==> src/rtl/digest_scan_out.sv <==
// Digest serializer: captures the finished Keccak digest on the rising edge of digest_done and streams it LSW-first over valid/ready.
// Optional macro DIGEST_SCAN_OUT_BYTESWAP_EN byte-reverses each presented word for big-endian host display.
module digest_scan_out #(
    parameter int unsigned DIGEST_W = 256,
    parameter int unsigned WORD_W   = 32
) (
    input  logic                clk,
    input  logic                reset,
    input  logic [DIGEST_W-1:0] digest_in,
    input  logic                digest_done,
    output logic [WORD_W-1:0]   dout,
    output logic                dout_valid,
    input  logic                dout_ready,
    output logic                dout_last,
    output logic                busy,
    output logic                overrun
);

    localparam int unsigned NWORDS = DIGEST_W / WORD_W;
    localparam int unsigned CNT_W  = (NWORDS > 1) ? $clog2(NWORDS) : 1;
    localparam logic [CNT_W-1:0] LAST_CNT = CNT_W'(NWORDS - 1);

    typedef enum logic {IDLE, SEND} state_e;

    state_e              state_q;
    logic                done_q;
    logic                ovr_q;
    logic [CNT_W-1:0]    cnt_q;
    logic [DIGEST_W-1:0] shreg_q;

    logic capture;
    logic xfer;
    logic is_last;

    function automatic logic [WORD_W-1:0] present(input logic [WORD_W-1:0] w);
        logic [WORD_W-1:0] r;
`ifdef DIGEST_SCAN_OUT_BYTESWAP_EN
        r = '0;
        for (int unsigned b = 0; b < WORD_W / 8; b++) begin
            r[WORD_W-8-8*b +: 8] = w[8*b +: 8];
        end
`else
        r = w;
`endif
        return r;
    endfunction

    assign capture = digest_done & ~done_q;
    assign is_last = (cnt_q == LAST_CNT);
    assign xfer    = (state_q == SEND) & dout_ready;

    // Outputs are pure decodes of registered state, so no input-to-output paths exist.
    assign dout_valid = (state_q == SEND);
    assign busy       = (state_q == SEND);
    assign dout_last  = (state_q == SEND) & is_last;
    assign dout       = (state_q == SEND) ? present(shreg_q[WORD_W-1:0]) : '0;
    assign overrun    = ovr_q;

    always_ff @(posedge clk) begin
        if (reset) begin
            state_q <= IDLE;
            done_q  <= 1'b1;
            ovr_q   <= 1'b0;
            cnt_q   <= '0;
            shreg_q <= '0;
        end else begin
            done_q <= digest_done;
            case (state_q)
                IDLE: begin
                    if (capture) begin
                        shreg_q <= digest_in;
                        cnt_q   <= '0;
                        state_q <= SEND;
                    end
                end
                SEND: begin
                    if (xfer && is_last) begin
                        // A capture landing on the final transfer starts the next stream back-to-back.
                        cnt_q <= '0;
                        if (capture) begin
                            shreg_q <= digest_in;
                        end else begin
                            state_q <= IDLE;
                        end
                    end else begin
                        if (xfer) begin
                            shreg_q <= shreg_q >> WORD_W;
                            cnt_q   <= cnt_q + CNT_W'(1);
                        end
                        if (capture) begin
                            ovr_q <= 1'b1;
                        end
                    end
                end
                default: state_q <= IDLE;
            endcase
        end
    end

endmodule

==> config.mk <==
export PLATFORM = sky130hd
export DESIGN_NAME = digest_scan_out
export DESIGN_NICKNAME = d
export VERILOG_FILES = /design/src/rtl/digest_scan_out.sv
export SDC_FILE = /design/constraint.sdc
export NUM_CORES = 1
export LEC_CHECK = 0
export CORE_AREA = 2 2 197 199
export DETAILED_ROUTE_END_ITERATION = 8
export DIE_AREA = 0 0 199 201
export SYNTH_ARGS = -nofsm -noshare
export SYNTH_HDL_FRONTEND = slang
export SYNTH_SLANG_ARGS = --single-unit
==> constraint.sdc <==
create_clock -name clk -period 2.7 [get_ports clk]
set_input_delay 0.405 -clock clk [delete_from_list [all_inputs] [get_ports clk]]
set_output_delay 0.405 -clock clk [all_outputs]
set_load 0.05 [all_outputs]
# After elaboration in Yosys (flattened, before gate mapping)
# Index checks and enable logic that the tools add are counted.
# Widths: inputs -> output; s select.
# totals
reg_bits	262
input_bits	260
output_inout_bits	36
# op_classes
addsub	1
eq_ne	3
mux	12
n_bitwise	6
reduce_logical	3
# op_table
op	count
$mux 256	3
$pmux 256 s2	1
$mux 32	1
$mux 3	3
$pmux 3 s2	1
$add 3x1->3 const B	1
$and 1x1->1	3
$eq 3x3->1 const B	1
$ne 3x1->1 const B	1
$not 1->1	3
$reduce_and 3->1	1
$mux 1	2
$ne 2x2->1 const B	1
$pmux 1 s2	1
$reduce_and 2->1	1
$logic_and 1x1->1	1

# Longest topological paths before layout
# depth
depth_word	5
ltp_mapped	8

# Worst setup path before layout
# OpenSTA, ideal clock, no wires.
# synth_timing
path_type	register to output
startpoint	register cnt_q[0]
endpoint	output port dout_last
arrival_ns	1.578
required_ns	2.295
path_slack_ns	0.717
stages_incl_launch_ff	7
n_path_buf	3
cell_sequence	dfxtp_1 -> ha_1 -> ha_1 -> buf_4 -> buf_4 -> buf_4 -> and2_1
# synth_between
elab_chain_len	2
# synth_lines
item	line	rtl
from (decl)	28	logic [CNT_W-1:0] cnt_q;
from (signal assigned)	88	cnt_q <= cnt_q + CNT_W'(1);
$eq 3x3->1	49	assign is_last = (cnt_q == LAST_CNT);
$and 1x1->1	55	assign dout_last = (state_q == SEND) & is_last;
to (decl)	14	output logic dout_last,
# No other way between the ends.

# Worst setup path in the final report
# Ends and elaborated chain as after synthesis.

==> flow_summary_export.csv <==
group,metric,value,unit
drt,ant_nets,0,
hold_path,hold_class,"input pin to flip-flop",
clocking,tritoncts,"yes",
drt,wl_per_cell,18.7,microns
cells_and_area,area_growth,37.5,%
clocking,cts.clk_slew.worst_paths,0.06,ns
yosys,synth_edf_count,0,
clocking,numCtsBuffers,30,
placed_design,place_congestion,0.764,
yosys,ys_async_sr_fraction,0,
clocking,h-tree-depth,1,
yosys,synth.area.top_cells,"dfxtp_1 47%, o221a_2 15%, a21oi_1 10%",
sta,tightestPinTransition,0.517,ns
grt,grt_overflow,0,
floorplan,die_y,201,microns
drt,avgViaCountPerCell,5.15,
placed_design,port_buffers,295,
drt,drtIter0Drc,658,
grt,grt_max_degree,105,
clocking,cts_hold_buf,0,
floorplan,initial_core_util,0.295,
sta,period_share,0.853,
status,status,"finished, final reports clean",
yosys,seq_area_frac_synth,0.467,
critical_path,crit_arrival,1.90,ns
critical_path,slowest_stage,"ha_4",
sta,skew,0.0199,ns
floorplan,rows,72,
yosys,synth.distinct_cells,28,
grt,grt_pass1_wl,56.4,mm
clocking,clk_latency,0.57,ns
cells_and_area,nets,1645,
critical_path,critPathCaptureType,"output port",
drt,drc,0,
placed_design,dp_hpwl,24.2,mm
sta,hold_viol,0,
sta,whs,0.307,ns
drt,vias,9922,
yosys,ys.warnings.count,0,
clocking,root_buffer,"clkbuf_16",
yosys,synth_top_area_frac,0.467,
cells_and_area,layout-drive-gt1-share,0.194,
clocking,clock-sinks,262,
floorplan,io-pin-count,296,
pwr,vdd_drop_max,0.416,mV
critical_path,critPathMaxFanout,26,
pwr,power_leakage,5.61,nW
yosys,yosys-top-cells-count,"262 x dfxtp_1, 227 x a21oi_1, 225 x nor2_1",
sta,slew_headroom,0.655,
yosys,syn-num-nets,1429,
grt,antenna_found_initial,4,
yosys,syn_avg_cell_area,9.62,sq um
critical_path,crit_chain,"ha_1 > ha_4 > and2_1 > buf_12",
yosys,synth_cells,1167,
sta,rsz0062_at_grt,"false",
yosys,ys_ff_latch,262,
sta,period_minus_slack,2.30,ns
yosys,synth.most_common_cell,"dfxtp_1",
floorplan,die_w,199,microns
critical_path,cp.required,2.30,ns
clocking,ctsResizeCount,0,
grt,first_global_vias,9734,
pwr,powerDensity,650,nW/um^2
clocking,post_cts_buffers,0,
sta,fmax,434,MHz
yosys,yosysTopAreaCell,"dfxtp_1",
floorplan,coreArea,38100,sq um
sta,timing.setup.tns,0,ns
sta,setup_viol,0,
yosys,synth-main-ff-cell,"dfxtp_1",
grt,track_usage,0.175,
yosys,netlist_area,11200,sq um
critical_path,crit_buf_inv,1,
critical_path,cp-start-kind,"flip-flop",
drt,wl,36.1,mm
critical_path,cp_top_family,"adder cells",
drt,first_pass_iters,5,
sta,drv_slew,0,
critical_path,slowest_delay,0.39,ns
clocking,clockBufferDepth,3,
run,cap_violations,0,
critical_path,critPathKind,"flip-flop to output port",
floorplan,die_area,40000,sq um
report_power, final:
group,switching [mW],total [mW],internal (mW)
sequential,0.191,4.38,4.19
clock,1.67,4.30,2.63
combinational,0.578,1.36,0.783
logic make-up (layout without fill, tap and decap cells):
| family | count (synthesis) | in the layout | synth area share |
|---|---|---|---|
| AOI/OAI and AO/OA | 491 | 491 | 0.360 |
| buffers and inverters | 140 | 378 | 0.0691 |
| other | 0 | 2 | 0 |
| and+or+nand+nor | 272 | 272 | 0.102 |
| adders and majority gates | 2 | 2 | 0.00223 |
| DFF | 262 | 262 | 0.467 |
final timing paths:
kind / startpoint / endpoint / slack [ns] / cells past startpoint
setup / recovery: cnt_q[0] / dout_last / 0.40 / 4
hold / removal: reset / overrun / 0.31 / 2
setup reg to reg: cnt_q[0] / shreg_q[51] / 0.50 / 6
hold reg to reg: cnt_q[1] / cnt_q[1] / 0.47 / 2
metrics by stage:
stage,instance area [sq um],instances,power [mW],utilization,worst slack [ns]
floorplan,11200,1167,5.20,-,0.717
CTS,15400,1923,10.2,0.405,0.348
detailed placement,14400,1869,5.82,0.378,0.473
global route,15400,1924,10.5,0.405,0.292
finish,15400,1925,10.0,0.405,0.396
global placement,14400,1869,5.80,0.378,0.482
cell type report:
cell class	instances	area, sq um
multi-input cells	765	5260
fillers	3778	22700
diodes	2	5.00
flip-flops and latches	262	5250
repair buffers	323	3240
clock buffers	42	877
clock inverters	12	164
inverters	1	3.75
well taps	518	648
layer usage:
metal	vias up	wire length [microns]	global-route usage
li1	4900	-	-
met1	4689	16900	0.241
met2	279	15300	0.263
met3	48	3160	0.0591
met4	6	669	0.0397
met5	-	42	0
layout by cell type (no fill, tap or decap), types with 3 or more instances in the layout:
cell	instances
nand2_1	3
buf_12	13
clkbuf_1	5
buf_4	50
dfxtp_1	262
o221a_1	76
bufinv_16	4
a21oi_1	227
clkinv_2	7
clkdlybuf4s50_1	259
clkbuf_8	7
a32o_1	32
nor2_1	225
o221a_2	148
clkbuf_16	31
and2_1	33
state kept, by name, summed over array words and instances (netlist names):
register,cells
shreg_q,256
done_q,1
overrun,1
busy,1
cnt_q,3
worst register-to-register path, cell delays in order, from the launching register on:
cell and delay [ns]:
dfxtp_1 0.36, ha_1 0.20, ha_4 0.39, a21bo_2 0.27, nand2_8 0.17, buf_12 0.28
o221a_2 0.41
Note: power is estimated with default switching activity, not from simulation.
==> RTL edit, RTL diff (same settings) <==
The parameter `WORD_W` goes from 32 to 16.
--- a/src/rtl/digest_scan_out.sv
+++ b/src/rtl/digest_scan_out.sv
@@ -2,7 +2,7 @@
 // Optional macro DIGEST_SCAN_OUT_BYTESWAP_EN byte-reverses each presented word for big-endian host display.
 module digest_scan_out #(
     parameter int unsigned DIGEST_W = 256,
-    parameter int unsigned WORD_W   = 32
+    parameter int unsigned WORD_W   = 16
 ) (
     input  logic                clk,
     input  logic                reset,
Ports: changed (resized dout); port bits go from 296 to 280. No check against the original RTL was run, so the function may have changed too.
==> RTL edit against the unedited design <==
- power is 3.0% lower
- non-clock buffer count shrank 16
- synthesized area decreased by 0.36%
- cell area hardly changed
- count of clock-buffer cells in the layout rose by 2
- wire length up 2.4%
- setup slack worse by 0.082 ns
- sequential cell count increased by 1
- clock power is 4% lower
==> RTL edit: results (changes against the unedited design) <==
| Metric | Value |
|---|---|
| Outcome | complete, no violations (unchanged) |
| Critical path arrival | 1.98 ns (was 1.90 ns) |
| Max stage delay on crit path | 0.58 ns (was 0.39 ns) |
| Number of global-route vias before repair | 10390 (was 9734) |
| Syn Nets | 1470 (was 1429) |
| Worst Path Max Fanout | 21 (was 26) |
| R2R Setup Slk | 0.40 ns (was 0.50 ns) |
| Dpl hpwl | 24730 um (was 24170 um) |
| DR iter-0 viols | 816 (was 658) |
| Largest net degree at the start of global routing | 124 (was 105) |
| Met1 wire length | 16400 um (was 16880 um) |
| Met2 global-route usage | 28.67% (was 26.34%) |
| All-Layer GR Usage | 18.00% (was 17.51%) |
| CP max stage cell | dfxtp_1 (was ha_4) |
| WL/cell | 18.97 um (was 18.75 um) |
| Mux share of post-synthesis cell area | 0.1006% (was 0%) |
| Terminus of the critical flop-to-flop path | shreg_q[243] (was shreg_q[51]) |
| Post-place instance area | 14450 sq um (was 14400 sq um) |
| Pwr Density | 630.6 nW/um^2 (was 650.3 nW/um^2) |
| P_leak | 5.994 nW (was 5.608 nW) |
| Worst vdd ir | 0.4723 mV (was 0.4156 mV) |
| Layout cells sized above 1 | 22.04% (was 19.36%) |
| Largest cells by area after synthesis | dfxtp_1 (47%), o221a_2 (22%), nor3_1 (11%) (was dfxtp_1 (47%), o221a_2 (15%), a21oi_1 (10%)) |
| Logic pwr share | 12.9% (was 13.6%) |
| Crit-path leading delay family | buffers and inverters (was adder cells) |
| Min Hold Slack | 0.4208 ns (was 0.3069 ns) |
| Setup crit end | dout_valid (was dout_last) |
| Largest regs | shreg_q: 256 flops, cnt_q: 4 flops (was shreg_q: 256 flops, cnt_q: 3 flops) |
| Via density | 5.288 (was 5.154) |
| Seq/Total Area, Yosys | 47.05% (was 46.70%) |
| Final non-filler cell total | 1948 (was 1925) |
| Met3 routed WL | 2801 um (was 3162 um) |
| Syn Area/Cell | 9.256 sq um (was 9.624 sq um) |
| Cts repair resizes | 2 (was 0) |
==> RTL edit: changes by cell type in the layout (fill, tap and decap cells not counted), sizes merged, moves of 7 or more <==
cell / delta
a32o: -32
nor3: +240
o221a: +7
a22oi: +17
inv: +8
nor2: +19
buf: -18
and2: -15
a21oi: -213
a2111oi: +9
==> RTL edit: kinds of logic (layout without fill, tap and decap cells) <==
| logic type | after synthesis | after routing |
|---|---|---|
| adder cells (fa/ha/maj) | 1 | 1 |
| AND/OR/NAND/NOR | 523 | 523 |
| flip-flops | 263 | 263 |
| AO/OA/AOI/OAI | 274 | 274 |
| other | 0 | 1 |
| buffers and inverters | 147 | 367 |
| multiplexers | 1 | 1 |
==> RTL edit: area by class of cell <==
class                      instances  area, sq um
fill                            3790        22660
multi-input combinational        799         5309
sequential                       263         5265
timing repair buffer             307         3187
clock buffer                      44        914.6
tap                              518        648.1
clock inverter                     7        85.08
inverter                           9        33.78
antenna                            1        2.502
